File: src/rtl/bitmanip_issue.sv
// bitmanip_issue: decode/issue stage feeding the bit-manipulation execute unit
module bitmanip_issue #(
    parameter int MUL_TIMEOUT = 16
) (
    input  logic        clk,
    input  logic        rst,
    input  logic        in_valid,
    output logic        in_ready,
    input  logic [31:0] in_insn,
    input  logic [31:0] in_rs1,
    input  logic [31:0] in_rs2,
    output logic [20:0] bm_instruction,
    output logic [31:0] bm_rs1,
    output logic [31:0] bm_rs2,
    input  logic [31:0] bm_rd,
    input  logic        bm_done,
    input  logic        bm_busy,
    output logic        out_valid,
    input  logic        out_ready,
    output logic [31:0] out_data,
    output logic [4:0]  out_rd_addr,
    output logic        out_illegal,
    output logic        out_timeout
);
    localparam int CW = $clog2(MUL_TIMEOUT);

    typedef enum logic [1:0] {IDLE, EXEC, WAIT, DONE} state_t;

    state_t        state_q;
    logic [20:0]   ctrl_q;
    logic [31:0]   rs1_q, rs2_q, res_q;
    logic [4:0]    rd_q;
    logic          illegal_q, timeout_q, valid_q;
    logic [CW-1:0] cnt_q;
    logic [15:0]   ops_d;
    logic [20:0]   ctrl_d;
    logic [6:0]    f7;
    logic [2:0]    f3;
    logic          is_op, is_opi;
    logic          unused_bits;

    assign f7          = in_insn[31:25];
    assign f3          = in_insn[14:12];
    assign is_op       = in_insn[6:0] == 7'b0110011;
    assign is_opi      = in_insn[6:0] == 7'b0010011 && f3 == 3'b101;
    assign unused_bits = ^in_insn[19:15];

    // Decode the raw instruction into imm plus one-hot op
    always_comb begin
        ops_d     = '0;
        ops_d[15] = is_op && f7 == 7'b0000101 && f3 == 3'b001;
        ops_d[14] = is_op && f7 == 7'b0000101 && f3 == 3'b011;
        ops_d[13] = is_op && f7 == 7'b0010100 && f3 == 3'b010;
        ops_d[12] = is_op && f7 == 7'b0010100 && f3 == 3'b100;
        ops_d[11] = is_op && f7 == 7'b0110000 && f3 == 3'b101;
        ops_d[10] = is_op && f7 == 7'b0110000 && f3 == 3'b001;
        ops_d[9]  = is_opi && f7 == 7'b0110000;
        ops_d[8]  = is_op && f7 == 7'b0100000 && f3 == 3'b111;
        ops_d[7]  = is_op && f7 == 7'b0100000 && f3 == 3'b110;
        ops_d[6]  = is_op && f7 == 7'b0100000 && f3 == 3'b100;
        ops_d[5]  = is_op && f7 == 7'b0000100 && f3 == 3'b100;
        ops_d[4]  = is_op && f7 == 7'b0100100 && f3 == 3'b100;
        ops_d[3]  = is_op && f7 == 7'b0000100 && f3 == 3'b111;
        ops_d[2]  = is_opi && f7 == 7'b0110100;
        ops_d[1]  = is_op && f7 == 7'b0000100 && f3 == 3'b001;
        ops_d[0]  = is_op && f7 == 7'b0000100 && f3 == 3'b101;
        ctrl_d    = {(ops_d[9] || ops_d[2]) ? in_insn[24:20] : 5'd0, ops_d};
    end

    assign in_ready       = rst && state_q == IDLE && !bm_busy;
    assign bm_instruction = ctrl_q;
    assign bm_rs1         = rs1_q;
    assign bm_rs2         = rs2_q;
    assign out_valid      = valid_q;
    assign out_data       = res_q;
    assign out_rd_addr    = rd_q;
    assign out_illegal    = illegal_q;
    assign out_timeout    = timeout_q;

    // Issue FSM: unit inputs are held only while it is working, zero otherwise
    always_ff @(posedge clk or negedge rst) begin
        if (!rst) begin
            state_q   <= IDLE;
            ctrl_q    <= '0;
            rs1_q     <= '0;
            rs2_q     <= '0;
            res_q     <= '0;
            rd_q      <= '0;
            illegal_q <= 1'b0;
            timeout_q <= 1'b0;
            valid_q   <= 1'b0;
            cnt_q     <= '0;
        end else begin
            case (state_q)
                IDLE: if (in_valid && in_ready) begin
                    rd_q <= in_insn[11:7];
                    if (|ops_d) begin
                        ctrl_q  <= ctrl_d;
                        rs1_q   <= in_rs1;
                        rs2_q   <= in_rs2;
                        state_q <= EXEC;
                    end else begin
                        illegal_q <= 1'b1;
                        res_q     <= '0;
                        valid_q   <= 1'b1;
                        state_q   <= DONE;
                    end
                end
                EXEC: if (ctrl_q[15] || ctrl_q[14]) begin
                    cnt_q   <= '0;
                    state_q <= WAIT;
                end else begin
                    res_q   <= bm_rd;
                    ctrl_q  <= '0;
                    rs1_q   <= '0;
                    rs2_q   <= '0;
                    valid_q <= 1'b1;
                    state_q <= DONE;
                end
                WAIT: if (bm_done || cnt_q == CW'(MUL_TIMEOUT - 1)) begin
                    res_q     <= bm_done ? bm_rd : 32'd0;
                    timeout_q <= !bm_done;
                    ctrl_q    <= '0;
                    rs1_q     <= '0;
                    rs2_q     <= '0;
                    valid_q   <= 1'b1;
                    state_q   <= DONE;
                end else begin
                    cnt_q <= cnt_q + 1'b1;
                end
                DONE: if (out_ready) begin
                    valid_q   <= 1'b0;
                    illegal_q <= 1'b0;
                    timeout_q <= 1'b0;
                    state_q   <= IDLE;
                end
                default: state_q <= IDLE;
            endcase
        end
    end
endmodule

File: config.mk
export PLATFORM = sky130hd
export DESIGN_NAME = bitmanip_issue
export DESIGN_NICKNAME = d
export VERILOG_FILES = /design/src/rtl/bitmanip_issue.sv
export SDC_FILE = /design/constraint.sdc
export NUM_CORES = 1
export LEC_CHECK = 0
export CORE_MARGIN = 10
export CORE_UTILIZATION = 39
export CTS_CLUSTER_DIAMETER = 40
export CTS_CLUSTER_SIZE = 12
export DETAILED_ROUTE_END_ITERATION = 6
export GPL_TIMING_DRIVEN = 1
export MAX_ROUTING_LAYER = met4
export PLACE_DENSITY = 0.77
export SYNTH_ARGS = -nofsm -noshare
export SYNTH_HDL_FRONTEND = slang
export SYNTH_SLANG_ARGS = --single-unit
File: constraint.sdc
create_clock -name clk -period 2.57 [get_ports clk]
set_input_delay 0.514 -clock clk [delete_from_list [all_inputs] [get_ports clk]]
set_output_delay 0.514 -clock clk [all_outputs]
set_load 0.005 [all_outputs]
==> metrics.txt, run 1 <==
# TYPE chip_impl_metric gauge
chip_impl_info{name="outcome",value="finished, final reports clean"} 1
chip_impl_metric{name="synth-async-reset-ratio",unit="%"} 100.0
chip_impl_metric{name="ir_worst_vdd",unit="mV"} 0.6185
chip_impl_info{name="rsz0062_at_grt",value="false"} 1
chip_impl_info{name="worstReg2RegEnd",value="bm_rs1[26]"} 1
chip_impl_metric{name="maxClockFrequency",unit="GHz"} 0.4097
chip_impl_metric{name="synth_simple_gate_area_share",unit="%"} 15.19
chip_impl_metric{name="period_share",unit="%"} 94.97
chip_impl_metric{name="die_area",unit="um^2"} 21340
chip_impl_metric{name="setup-tns-final",unit="ns"} 0
chip_impl_metric{name="synth.ff_latch_count",unit=""} 131
chip_impl_metric{name="site_row_count",unit=""} 46
chip_impl_metric{name="syn_area_per_cell",unit="um^2"} 11.70
chip_impl_metric{name="synthesis.area",unit="um^2"} 6201
chip_impl_metric{name="final-hold-violation-count",unit=""} 0
chip_impl_metric{name="top_level_ports",unit=""} 260
chip_impl_metric{name="antenna_left",unit=""} 0
chip_impl_info{name="timing.critical_path.from_type",value="input port"} 1
chip_impl_metric{name="gpl.final_weighted_congestion",unit=""} 0.8741
chip_impl_metric{name="p_per_area",unit="nW/um^2"} 1130
chip_impl_metric{name="area_delta_synth_final",unit="%"} 59.00
chip_impl_metric{name="cts_htree_levels",unit=""} 4
chip_impl_info{name="cells_along_the_critical_path",value="clkdlybuf4s50_1 -> xor2_1 -> a31oi_1 -> o22ai_1 -> a31o_2 -> a21boi_4 -> or2_4 -> buf_12 -> mux2_2"} 1
chip_impl_metric{name="layout_min_cycle_time",unit="ns"} 2.441
chip_impl_metric{name="number_of_enable_type_register_cells_in_the_synthesized_netlist",unit=""} 0
chip_impl_metric{name="cap_violations",unit=""} 0
chip_impl_metric{name="timing.final.max_slew_violations",unit=""} 0
chip_impl_metric{name="setup_viol_count_final",unit=""} 0
chip_impl_metric{name="cts-root-to-sink-buffers",unit=""} 2
chip_impl_metric{name="synth_compound_area_share",unit="%"} 8.979
chip_impl_metric{name="drt_wl_total",unit="um"} 19190
chip_impl_metric{name="worst-path-stages",unit=""} 9
chip_impl_metric{name="first_pass_grt_wire_length",unit="um"} 30560
chip_impl_metric{name="count_of_distinct_cell_types_in_the_synthesized_netlist",unit=""} 59
chip_impl_metric{name="synth_cells",unit=""} 530
chip_impl_metric{name="cp_num_buf_inv",unit=""} 2
chip_impl_metric{name="rr_worst_depth",unit=""} 9
chip_impl_info{name="synth_top_family_by_area",value="multiplexers"} 1
chip_impl_metric{name="die_h",unit="um"} 146.1
chip_impl_metric{name="worst_hold_margin",unit="ns"} 0.2566
chip_impl_info{name="end_kind",value="flop"} 1
chip_impl_metric{name="total_power",unit="W"} 0.01114
chip_impl_metric{name="drive_gt1_share",unit="%"} 19.69
chip_impl_metric{name="grt_antenna_before_repair",unit=""} 0
chip_impl_metric{name="synthesis_warning_total",unit=""} 0
chip_impl_metric{name="floorplan.core_area",unit="um^2"} 15710
chip_impl_metric{name="dpl.hpwl",unit="um"} 14130
chip_impl_metric{name="slew_of_the_pin_with_the_lowest_slew_margin",unit="ns"} 0.6889
chip_impl_metric{name="diodes",unit=""} 0
chip_impl_metric{name="p_leak",unit="nW"} 4.352
chip_impl_info{name="worst_hold_path_type",value="input port to async pin"} 1
chip_impl_metric{name="required",unit="ns"} 2.86
chip_impl_metric{name="vias_in_the_first_global_route",unit=""} 5568
chip_impl_metric{name="post_synth_fa_ha_maj_area_fraction",unit="%"} 1.211
chip_impl_info{name="synthTopCellsByCount",value="131 x sky130_fd_sc_hd__dfrtp_1, 67 x sky130_fd_sc_hd__nor2b_1, 44 x sky130_fd_sc_hd__o21ai_0"} 1
chip_impl_info{name="cts_tree",value="built"} 1
chip_impl_metric{name="max_stage_delay",unit="ns"} 0.49
chip_impl_info{name="postSynth.topFlopCell",value="sky130_fd_sc_hd__dfrtp_1"} 1
chip_impl_info{name="cts_root_buffer",value="sky130_fd_sc_hd__clkbuf_16"} 1
chip_impl_metric{name="cts-buffers-inserted",unit=""} 17
chip_impl_metric{name="numPortBuffers",unit=""} 254
chip_impl_metric{name="synth_largest_type_area_fraction",unit="%"} 52.87
chip_impl_info{name="yosys.area.top_type",value="sky130_fd_sc_hd__dfrtp_1"} 1
chip_impl_metric{name="post_synth_xor_area_fraction",unit="%"} 0.1412
chip_impl_info{name="post-synth-top-count-cell",value="sky130_fd_sc_hd__dfrtp_1"} 1
chip_impl_metric{name="fp.dieW",unit="um"} 146.1
chip_impl_info{name="critical_path_class",value="input port to flop"} 1
chip_impl_metric{name="synthesis.nets",unit=""} 670
chip_impl_metric{name="grt.overflow.total",unit=""} 0
chip_impl_metric{name="detail_route.iter0.violations",unit=""} 202
chip_impl_metric{name="setup.reg_to_reg.worst_slack",unit="ns"} 0.20
chip_impl_metric{name="groute.usage.overall",unit="%"} 18.14
chip_impl_metric{name="maximum_number_of_pins_on_one_net_before_global_route_repair",unit=""} 132
chip_impl_info{name="worst_path_max_delay_cell",value="sky130_fd_sc_hd__clkdlybuf4s50_1"} 1
chip_impl_metric{name="finalNetCount",unit=""} 955
chip_impl_metric{name="clock_sinks",unit=""} 131
chip_impl_metric{name="route.vias.total",unit=""} 5123
chip_impl_info{name="critical_path.reg2reg.startpoint",value="state_q[1]"} 1
chip_impl_info{name="cp_top_family",value="compound AO/OA/AOI/OAI gates"} 1
chip_impl_metric{name="timing.critical_path.fanout_max",unit=""} 31
chip_impl_metric{name="clkLatencyLatePin",unit="ns"} 0.42
chip_impl_info{name="ys_top_cells_by_area",value="sky130_fd_sc_hd__dfrtp_1 53%, sky130_fd_sc_hd__mux2_4 7.5%, sky130_fd_sc_hd__mux2_2 7.3%"} 1
chip_impl_metric{name="post_drt_via_cell_ratio",unit=""} 4.907
chip_impl_metric{name="postCtsHoldBufs",unit=""} 0
chip_impl_metric{name="cp.arrival",unit="ns"} 2.73
chip_impl_metric{name="initial_core_util",unit="%"} 39.46
chip_impl_metric{name="drt_first_pass_iters",unit=""} 6
chip_impl_metric{name="yosysSeqAreaShare",unit="%"} 52.87
chip_impl_metric{name="route.detailed.drc",unit=""} 0
chip_impl_metric{name="timing.max_slew.rel_slack",unit="%"} 54.07
chip_impl_metric{name="routedWlPerCell",unit="um"} 18.38
chip_impl_metric{name="final.setup_skew",unit="ns"} 0.01614
chip_impl_info{name="startpoint",value="in_insn[14]"} 1
chip_impl_metric{name="finalCoreUtilization",unit="%"} 62.75
chip_impl_metric{name="post_synth_mux_area_share",unit="%"} 15.58
chip_impl_metric{name="cts.clk_slew.worst_paths",unit="ns"} 0.06
-- area by class of cell --
cell class	instances	area, um^2
flip-flops and latches	131	3279
multi-input cells	326	2571
inverters	42	157.7
fillers	1220	5853
clock buffers	21	470.5
clock inverters	11	126.4
repair buffers	297	2984
well taps	216	270.3
-- cells by family after synthesis --
logic type                 count (synthesis)
and+or+nand+nor                          161
DFF                                      131
AOI/OAI and AO/OA                         82
muxes                                     76
buffers and inverters                     73
adders and majority gates                  6
xor gates and xnor gates                   1
-- how the worst max path moves through the flow --
stage            endpoint  slack, ns
2_1_floorplan  bm_rs1[10]       0.04
3_3_place_gp    bm_rs2[3]      -0.29
3_5_place_dp   bm_rs2[22]      -0.35
4_1_cts          in_ready       0.01
5_1_grt        bm_rs1[26]       0.05
6_report        bm_rs2[3]       0.13
-- state kept, by name (all words and copies together), names as in the netlist, 2 cells and up --
| signal | count |
|---|---|
| bm_rs2 | 32 |
| bm_rs1 | 32 |
| out_data | 32 |
| bm_instruction | 21 |
| state_q | 2 |
| out_rd_addr | 5 |
| cnt_q | 4 |
-- worst reg2reg max path: stages (launching register included) --
cell	delay, ns
sky130_fd_sc_hd__dfrtp_2	0.44
sky130_fd_sc_hd__inv_2	0.09
sky130_fd_sc_hd__ha_2	0.17
sky130_fd_sc_hd__and3b_2	0.23
sky130_fd_sc_hd__nand2_4	0.06
sky130_fd_sc_hd__a221oi_2	0.29
sky130_fd_sc_hd__nand2b_1	0.12
sky130_fd_sc_hd__or2_4	0.30
sky130_fd_sc_hd__buf_12	0.19
sky130_fd_sc_hd__mux2_4	0.35
-- per-stage QoR --
stage               worst slack [ns]  instances  area [um^2]
global placement             -0.2934       1008         9164
global route                 0.04554       1044         9859
CTS                         0.009886       1040         9761
detailed placement           -0.3495       1008         9164
floorplan                    0.04330        530         6201
finish                        0.1292       1044         9859
-- power breakdown --
group / leakage, nW / total, W / internal, W / switching [W]
Sequential: 1.73 / 0.00304 / 0.00270 / 0.000343
Clock: 0.294 / 0.00243 / 0.00151 / 0.000916
Combinational: 2.33 / 0.00567 / 0.00318 / 0.00249
Total: 4.35 / 0.0111 / 0.00739 / 0.00375
-- cell usage in the layout, fill, tap and decap left out, types with 4 or more instances in the layout --
master / instances
sky130_fd_sc_hd__a21oi_1: 4
sky130_fd_sc_hd__a22o_1: 8
sky130_fd_sc_hd__buf_12: 5
sky130_fd_sc_hd__buf_4: 36
sky130_fd_sc_hd__clkbuf_16: 20
sky130_fd_sc_hd__clkdlybuf4s50_1: 250
sky130_fd_sc_hd__dfrtp_1: 130
sky130_fd_sc_hd__ha_1: 5
sky130_fd_sc_hd__inv_1: 40
sky130_fd_sc_hd__mux2_2: 40
sky130_fd_sc_hd__mux2_4: 31
sky130_fd_sc_hd__mux2i_1: 5
sky130_fd_sc_hd__nand2_1: 14
sky130_fd_sc_hd__nand2b_1: 6
sky130_fd_sc_hd__nand3_1: 36
sky130_fd_sc_hd__nor2_1: 6
sky130_fd_sc_hd__nor2b_1: 66
sky130_fd_sc_hd__nor3_1: 9
sky130_fd_sc_hd__o21ai_0: 44
-- metal layers --
| metal | share of wire (%) | vias up | global-route usage (%) |
|---|---|---|---|
| li1 | - | 2397 | - |
| met1 | 41 | 2518 | 20.54 |
| met2 | 50 | 185 | 30.26 |
| met3 | 6.8 | 23 | 6.366 |
| met4 | 1.5 | 0 | 4.404 |
| met5 | 0 | - | - |
-- what timing repair did --
action	CTS	global route
resized for setup	0	6
endpoints found under the setup margin	0	78
buffers inserted	0	1
Note: power is estimated with default switching activity, not from simulation.
==> run 2: changes to the inputs <==
--- a/config.mk
+++ b/config.mk
@@ -5,7 +5,7 @@
 export SDC_FILE = /design/constraint.sdc
 export NUM_CORES = 1
 export LEC_CHECK = 0
-export CORE_MARGIN = 10
+export CORE_MARGIN = 8
 export CORE_UTILIZATION = 39
 export CTS_CLUSTER_DIAMETER = 40
 export CTS_CLUSTER_SIZE = 12
==> metrics.txt, run 2 (synthesis gave the netlist of run 1 again) <==
# TYPE chip_impl_metric gauge
chip_impl_metric{name="ir_worst_vdd",unit="mV"} 0.6180
chip_impl_metric{name="cts-buffers-inserted",unit=""} 17
chip_impl_metric{name="dp_worst_setup_slack",unit="ns"} -0.3330
chip_impl_metric{name="route.detailed.drc",unit=""} 0
chip_impl_metric{name="p_per_area",unit="nW/um^2"} 1145
chip_impl_metric{name="drt_first_pass_iters",unit=""} 4
chip_impl_metric{name="finalNetCount",unit=""} 953
chip_impl_info{name="end_kind",value="flop"} 1
chip_impl_metric{name="cap_violations",unit=""} 0
chip_impl_metric{name="post-place-cells",unit=""} 1006
chip_impl_metric{name="switching_component_of_the_power",unit="W"} 0.003744
chip_impl_metric{name="area_delta_synth_final",unit="%"} 59.46
chip_impl_metric{name="layout_min_cycle_time",unit="ns"} 2.440
chip_impl_metric{name="cell_internal_pwr",unit="W"} 0.007575
chip_impl_info{name="startpoint",value="in_insn[29]"} 1
chip_impl_metric{name="p_leak",unit="nW"} 4.362
chip_impl_metric{name="clockPowerShare",unit="%"} 22.8
chip_impl_info{name="timing.critical_path.from_type",value="input port"} 1
chip_impl_metric{name="detail_route.iter0.violations",unit=""} 225
chip_impl_metric{name="setup_slack",unit="ns"} 0.1302
chip_impl_metric{name="clock_sinks",unit=""} 131
chip_impl_metric{name="period_share",unit="%"} 94.94
chip_impl_metric{name="cts_htree_levels",unit=""} 4
chip_impl_metric{name="switching_share",unit="%"} 33.08
chip_impl_metric{name="vias_in_the_first_global_route",unit=""} 5465
chip_impl_metric{name="maximum_number_of_pins_on_one_net_before_global_route_repair",unit=""} 67
chip_impl_metric{name="dpl.hpwl",unit="um"} 13720
chip_impl_metric{name="cts.clk_slew.worst_paths",unit="ns"} 0.06
chip_impl_metric{name="site_row_count",unit=""} 46
chip_impl_metric{name="rr_worst_depth",unit=""} 9
chip_impl_metric{name="die_h",unit="um"} 142.1
chip_impl_info{name="worst_hold_path_type",value="input port to async pin"} 1
chip_impl_metric{name="max_stage_delay",unit="ns"} 0.54
chip_impl_metric{name="total_power",unit="W"} 0.01132
chip_impl_info{name="critical_path.reg2reg.startpoint",value="state_q[0]"} 1
chip_impl_metric{name="initial_core_util",unit="%"} 39.46
chip_impl_metric{name="first_pass_grt_wire_length",unit="um"} 28610
chip_impl_info{name="mostFrequentLayoutCell",value="sky130_fd_sc_hd__clkdlybuf4s50_1"} 1
chip_impl_metric{name="seq_power_share",unit="%"} 26.9
chip_impl_metric{name="die_area",unit="um^2"} 20190
chip_impl_metric{name="post_layout_nonfiller_instances",unit=""} 1041
chip_impl_metric{name="groute.usage.overall",unit="%"} 18.54
chip_impl_metric{name="cts-root-to-sink-buffers",unit=""} 2
chip_impl_metric{name="clkLatencyLatePin",unit="ns"} 0.41
chip_impl_metric{name="timing.critical_path.fanout_max",unit=""} 24
chip_impl_metric{name="p_comb_share",unit="%"} 50.3
chip_impl_metric{name="final.setup_skew",unit="ns"} 0.006401
chip_impl_metric{name="n_fill_cell",unit=""} 1246
chip_impl_metric{name="antenna_left",unit=""} 0
chip_impl_info{name="worst_path_max_delay_cell",value="sky130_fd_sc_hd__clkdlybuf4s50_1"} 1
chip_impl_metric{name="setup.reg_to_reg.worst_slack",unit="ns"} 0.15
chip_impl_info{name="critical_path_class",value="input port to flop"} 1
chip_impl_metric{name="slew_of_the_pin_with_the_lowest_slew_margin",unit="ns"} 0.8487
chip_impl_metric{name="drive_gt1_share",unit="%"} 19.15
chip_impl_metric{name="post_drt_via_cell_ratio",unit=""} 4.860
chip_impl_metric{name="required",unit="ns"} 2.86
chip_impl_metric{name="cp.arrival",unit="ns"} 2.73
chip_impl_metric{name="grt.overflow.total",unit=""} 0
chip_impl_info{name="cts_tree",value="built"} 1
chip_impl_metric{name="fp.dieW",unit="um"} 142.1
chip_impl_info{name="cts_root_buffer",value="sky130_fd_sc_hd__clkbuf_16"} 1
chip_impl_metric{name="setup_viol_count_final",unit=""} 0
chip_impl_metric{name="gpl.final_weighted_congestion",unit=""} 0.8788
chip_impl_info{name="crit_end",value="bm_rs1[20]"} 1
chip_impl_metric{name="grt_antenna_before_repair",unit=""} 0
chip_impl_metric{name="top_level_ports",unit=""} 260
chip_impl_metric{name="numPortBuffers",unit=""} 254
chip_impl_metric{name="timing.max_slew.rel_slack",unit="%"} 43.42
chip_impl_metric{name="drt_wl_total",unit="um"} 18430
chip_impl_metric{name="floorplan.core_area",unit="um^2"} 15710
chip_impl_info{name="layout.cells.most_common_list",value="251 x sky130_fd_sc_hd__clkdlybuf4s50_1, 131 x sky130_fd_sc_hd__dfrtp_1, 66 x sky130_fd_sc_hd__nor2b_1"} 1
chip_impl_metric{name="routedWlPerCell",unit="um"} 17.71
chip_impl_metric{name="diodes",unit=""} 0
chip_impl_metric{name="route.vias.total",unit=""} 5059
chip_impl_info{name="worstReg2RegEnd",value="bm_instruction[3]"} 1
chip_impl_metric{name="setup-tns-final",unit="ns"} 0
chip_impl_metric{name="timing.final.max_slew_violations",unit=""} 0
chip_impl_info{name="rsz0062_at_grt",value="false"} 1
chip_impl_info{name="outcome",value="finished, final reports clean"} 1
chip_impl_metric{name="maxClockFrequency",unit="GHz"} 0.4099
chip_impl_metric{name="final-hold-violation-count",unit=""} 0
chip_impl_info{name="cells_along_the_critical_path",value="clkdlybuf4s50_1 -> and4bb_1 -> o2111ai_1 -> o22ai_1 -> a31o_2 -> a21boi_4 -> or2_4 -> buf_12 -> mux2_4"} 1
-- run 2: how the worst min path moves through the flow --
stage                       startpoint            endpoint  slack, ns  cells after the start
CTS                                rst  bm_instruction[19]       0.33                      2
detailed placement   bm_instruction[3]   bm_instruction[3]       0.47                      1
global route                       rst   bm_instruction[4]       0.37                      2
floorplan                          rst   bm_instruction[0]       0.22                      0
global placement    bm_instruction[12]  bm_instruction[12]       0.47                      1
finish                             rst   bm_instruction[4]       0.29                      2
-- run 2: power groups by stage --
stage	combinational (W)	clock, W	sequential, W
after floorplan	0.00333	0	0.00306
after global placement	0.00531	0	0.00302
after detailed placement	0.00549	0	0.00307
after CTS	0.00552	0.00264	0.00304
after global routing	0.00618	0.00273	0.00311
final	0.00569	0.00259	0.00304
-- run 2: per-layer routing --
layer | wire, um | vias to the layer above | GRT usage (%)
met5 | 0 | - | -
met4 | 497 | 0 | 8.310
met3 | 1395 | 37 | 6.172
met2 | 8975 | 183 | 30.15
met1 | 7562 | 2453 | 20.38
li1 | - | 2386 | -
-- run 2: final cells by class --
| class | instances | area, um^2 | area share, % |
|---|---|---|---|
| inverters | 42 | 157.7 | 1.594 |
| repair buffers | 295 | 2967 | 30.00 |
| clock inverters | 12 | 180.2 | 1.822 |
| flip-flops and latches | 131 | 3278 | 33.15 |
| clock buffers | 19 | 452.9 | 4.581 |
| multi-input cells | 326 | 2582 | 26.12 |
| well taps | 216 | 270.3 | 2.733 |
-- run 2: timing repair --
item	CTS	global route
setup endpoints to repair	1	72
gates cloned	0	2
hold buffers	0	0
resized for setup	1	3
setup buffers	0	2
-- run 2: worst max-delay path, delay by kind of cell --
| kind | cells | cell delay [ns] |
|---|---|---|
| and+or+nand+nor | 2 | 0.45 |
| muxes | 1 | 0.32 |
| buffers and inverters | 2 | 0.77 |
| AOI/OAI and AO/OA | 4 | 0.66 |
-- run 2: metrics by stage --
step | hold WS, ns | utilization, % | instance area [um^2]
2_1_floorplan | 0.2184 | - | 6201
3_3_place_gp | 0.4659 | 58.31 | 9161
3_5_place_dp | 0.4730 | 58.31 | 9161
4_1_cts | 0.3321 | 62.33 | 9794
5_1_grt | 0.3712 | 62.93 | 9888
6_report | 0.2918 | 62.93 | 9888
==> run 3: changes to the inputs <==
==> config.mk (replaced) <==
export PLATFORM = sky130hd
export DESIGN_NAME = bitmanip_issue
export DESIGN_NICKNAME = d
export VERILOG_FILES = /design/src/rtl/bitmanip_issue.sv
export SDC_FILE = /design/constraint.sdc
export NUM_CORES = 1
export LEC_CHECK = 0
export CORE_MARGIN = 2
export CORE_UTILIZATION = 39
export CTS_CLUSTER_DIAMETER = 40
export CTS_CLUSTER_SIZE = 12
export DETAILED_ROUTE_END_ITERATION = 6
export GPL_TIMING_DRIVEN = 0
export MAX_ROUTING_LAYER = met4
export PLACE_DENSITY_LB_ADDON = 0.3
export SYNTH_ARGS = -nofsm -noshare
export SYNTH_HDL_FRONTEND = slang
export SYNTH_SLANG_ARGS = --single-unit
==> metrics.txt, run 3 (synthesis gave the netlist of run 1 again) <==
# TYPE chip_impl_metric gauge
chip_impl_info{name="outcome",value="finished, final reports clean"} 1
chip_impl_metric{name="finalNetCount",unit=""} 961
chip_impl_info{name="startpoint",value="in_insn[12]"} 1
chip_impl_metric{name="switching_share",unit="%"} 33.28
chip_impl_metric{name="clockPowerShare",unit="%"} 22.9
chip_impl_metric{name="period_share",unit="%"} 99.56
chip_impl_metric{name="p_per_area",unit="nW/um^2"} 1132
chip_impl_metric{name="cts-buffers-inserted",unit=""} 17
chip_impl_metric{name="dp_worst_setup_slack",unit="ns"} -1.038
chip_impl_metric{name="maxClockFrequency",unit="GHz"} 0.3908
chip_impl_metric{name="clock_sinks",unit=""} 131
chip_impl_metric{name="die_area",unit="um^2"} 16920
chip_impl_metric{name="grt_antenna_before_repair",unit=""} 0
chip_impl_metric{name="design_area",unit="um^2"} 10020
chip_impl_metric{name="dpl.hpwl",unit="um"} 12490
chip_impl_metric{name="p_comb_share",unit="%"} 50.4
chip_impl_metric{name="cp.arrival",unit="ns"} 2.85
chip_impl_metric{name="detail_route.iter0.violations",unit=""} 186
chip_impl_info{name="critical_path.reg2reg.startpoint",value="state_q[0]"} 1
chip_impl_metric{name="switching_component_of_the_power",unit="W"} 0.003775
chip_impl_metric{name="timing.max_slew.rel_slack",unit="%"} 62.05
chip_impl_metric{name="numPortBuffers",unit=""} 254
chip_impl_info{name="end_kind",value="flop"} 1
chip_impl_metric{name="fp.dieW",unit="um"} 130.1
chip_impl_metric{name="antenna_left",unit=""} 0
chip_impl_metric{name="maximum_number_of_pins_on_one_net_before_global_route_repair",unit=""} 40
chip_impl_metric{name="setup_slack",unit="ns"} 0.01141
chip_impl_metric{name="final.setup_skew",unit="ns"} 0.01714
chip_impl_metric{name="routedWlPerCell",unit="um"} 16.67
chip_impl_metric{name="cell_internal_pwr",unit="W"} 0.007570
chip_impl_metric{name="groute.usage.overall",unit="%"} 21.27
chip_impl_metric{name="first_pass_grt_wire_length",unit="um"} 26960
chip_impl_metric{name="drt_first_pass_iters",unit=""} 4
chip_impl_metric{name="seq_power_share",unit="%"} 26.7
chip_impl_metric{name="cts_htree_levels",unit=""} 4
chip_impl_info{name="worst_hold_path_type",value="input port to async pin"} 1
chip_impl_metric{name="drt_wl_total",unit="um"} 17500
chip_impl_metric{name="slew_of_the_pin_with_the_lowest_slew_margin",unit="ns"} 0.5693
chip_impl_metric{name="p_leak",unit="nW"} 4.435
chip_impl_metric{name="setup_viol_count_final",unit=""} 0
chip_impl_info{name="timing.critical_path.from_type",value="input port"} 1
chip_impl_metric{name="grt.overflow.total",unit=""} 0
chip_impl_metric{name="required",unit="ns"} 2.86
chip_impl_metric{name="vias_in_the_first_global_route",unit=""} 5344
chip_impl_metric{name="gpl.final_weighted_congestion",unit=""} 0.8298
chip_impl_metric{name="diodes",unit=""} 0
chip_impl_metric{name="total_power",unit="W"} 0.01135
chip_impl_info{name="cts_tree",value="built"} 1
chip_impl_metric{name="clkLatencyLatePin",unit="ns"} 0.42
chip_impl_metric{name="final-hold-violation-count",unit=""} 0
chip_impl_metric{name="cap_violations",unit=""} 0
chip_impl_metric{name="layout_min_cycle_time",unit="ns"} 2.559
chip_impl_info{name="layout.cells.most_common_list",value="243 x sky130_fd_sc_hd__clkdlybuf4s50_1, 131 x sky130_fd_sc_hd__dfrtp_1, 67 x sky130_fd_sc_hd__nor2b_1"} 1
chip_impl_metric{name="site_row_count",unit=""} 46
chip_impl_metric{name="route.detailed.drc",unit=""} 0
chip_impl_metric{name="timing.critical_path.fanout_max",unit=""} 10
chip_impl_metric{name="drive_gt1_share",unit="%"} 19.18
chip_impl_info{name="critical_path_class",value="input port to flop"} 1
chip_impl_info{name="mostFrequentLayoutCell",value="sky130_fd_sc_hd__clkdlybuf4s50_1"} 1
chip_impl_metric{name="die_h",unit="um"} 130.1
chip_impl_metric{name="floorplan.core_area",unit="um^2"} 15710
chip_impl_metric{name="initial_core_util",unit="%"} 39.46
chip_impl_info{name="cts_root_buffer",value="sky130_fd_sc_hd__clkbuf_16"} 1
chip_impl_metric{name="area_delta_synth_final",unit="%"} 61.56
chip_impl_metric{name="route.vias.total",unit=""} 5162
chip_impl_metric{name="ir_worst_vdd",unit="mV"} 0.5457
chip_impl_metric{name="timing.final.max_slew_violations",unit=""} 0
chip_impl_metric{name="cts-root-to-sink-buffers",unit=""} 2
chip_impl_metric{name="post_dp_cell_area",unit="um^2"} 9042
chip_impl_metric{name="cts.clk_slew.worst_paths",unit="ns"} 0.06
chip_impl_metric{name="worst_hold_margin",unit="ns"} 0.04102
chip_impl_metric{name="post_drt_via_cell_ratio",unit=""} 4.916
chip_impl_metric{name="top_level_ports",unit=""} 260
chip_impl_metric{name="finalCoreUtilization",unit="%"} 63.76
## run 3: cell count changes in the layout (fill, tap and decap cells not counted), sizes merged
cell,before,now
dlymetal6s2s,2,8
clkbuf,21,36
clkinvlp,2,3
bufbuf,0,2
buf,40,32
clkdlybuf4s15,0,1
dlygate4sd2,0,1
clkinv,5,4
clkdlybuf4s50,251,243
## run 3: per-layer routing
| metal | part of all wire (%) | wire length [um] | up-vias | track usage, % |
|---|---|---|---|---|
| li1 | - | - | 2412 | - |
| met1 | 43 | 7465 | 2494 | 27.22 |
| met2 | 47 | 8191 | 219 | 31.81 |
| met3 | 7.6 | 1326 | 37 | 5.986 |
| met4 | 2.9 | 516 | 0 | 8.918 |
| met5 | 0 | 0 | - | - |
## run 3: power groups by stage
| stage | Combinational, W | Sequential, W | Clock (W) |
|---|---|---|---|
| after global routing | 0.00627 | 0.00309 | 0.00275 |
| after global placement | 0.00537 | 0.00303 | 0 |
| final | 0.00572 | 0.00303 | 0.00260 |
| after CTS | 0.00568 | 0.00303 | 0.00265 |
| after detailed placement | 0.00551 | 0.00306 | 0 |
| after floorplan | 0.00333 | 0.00306 | 0 |
## run 3: cell type report
class	count	area [um^2]
plain buffers	31	232.7
repair buffers	272	2796
well taps	216	270.3
inverters	42	157.7
clock buffers	20	456.7
multi-input cells	326	2648
flip-flops and latches	131	3278
clock inverters	12	178.9
fillers	1225	5694
## run 3: through the flow
stage | TNS (ns) | std cells
after floorplan | 0 | 530
after CTS | 0 | 1043
after global routing | -3.160 | 1050
after global placement | -1205.80 | 1000
after detailed placement | -101.55 | 1001
final | 0 | 1050
## run 3: final timing paths
kind,slack (ns),end,depth (start not counted)
min,0.04,bm_rs2[27],2
max,0.01,bm_rs1[2],12
min reg2reg,0.48,bm_instruction[12],1
max in group asynchronous,2.23,bm_rs2[3],2
max reg2reg,0.08,bm_rs1[2],11
min in group clk,0.48,bm_instruction[12],1
## run 3: what timing repair did
action                                  in CTS  in global routing
buffers inserted                             7                  7
hold buffers                                 1                  0
cloned                                       2                  0
resized for setup                           14                 26
endpoints found under the hold margin       38                  0
endpoints found under the setup margin     119                115
pin swaps                                    5                  6
## run 3: worst max-delay path: stages
cell                              delay, ns
sky130_fd_sc_hd__clkdlybuf4s50_1       0.42
sky130_fd_sc_hd__buf_4                 0.19
sky130_fd_sc_hd__nor2_1                0.14
sky130_fd_sc_hd__nand4_1               0.19
sky130_fd_sc_hd__o22ai_2               0.18
sky130_fd_sc_hd__a31o_2                0.17
sky130_fd_sc_hd__a21boi_4              0.06
sky130_fd_sc_hd__or2_1                 0.24
sky130_fd_sc_hd__buf_6                 0.13
sky130_fd_sc_hd__buf_8                 0.15
sky130_fd_sc_hd__buf_12                0.16
sky130_fd_sc_hd__mux2_4                0.30
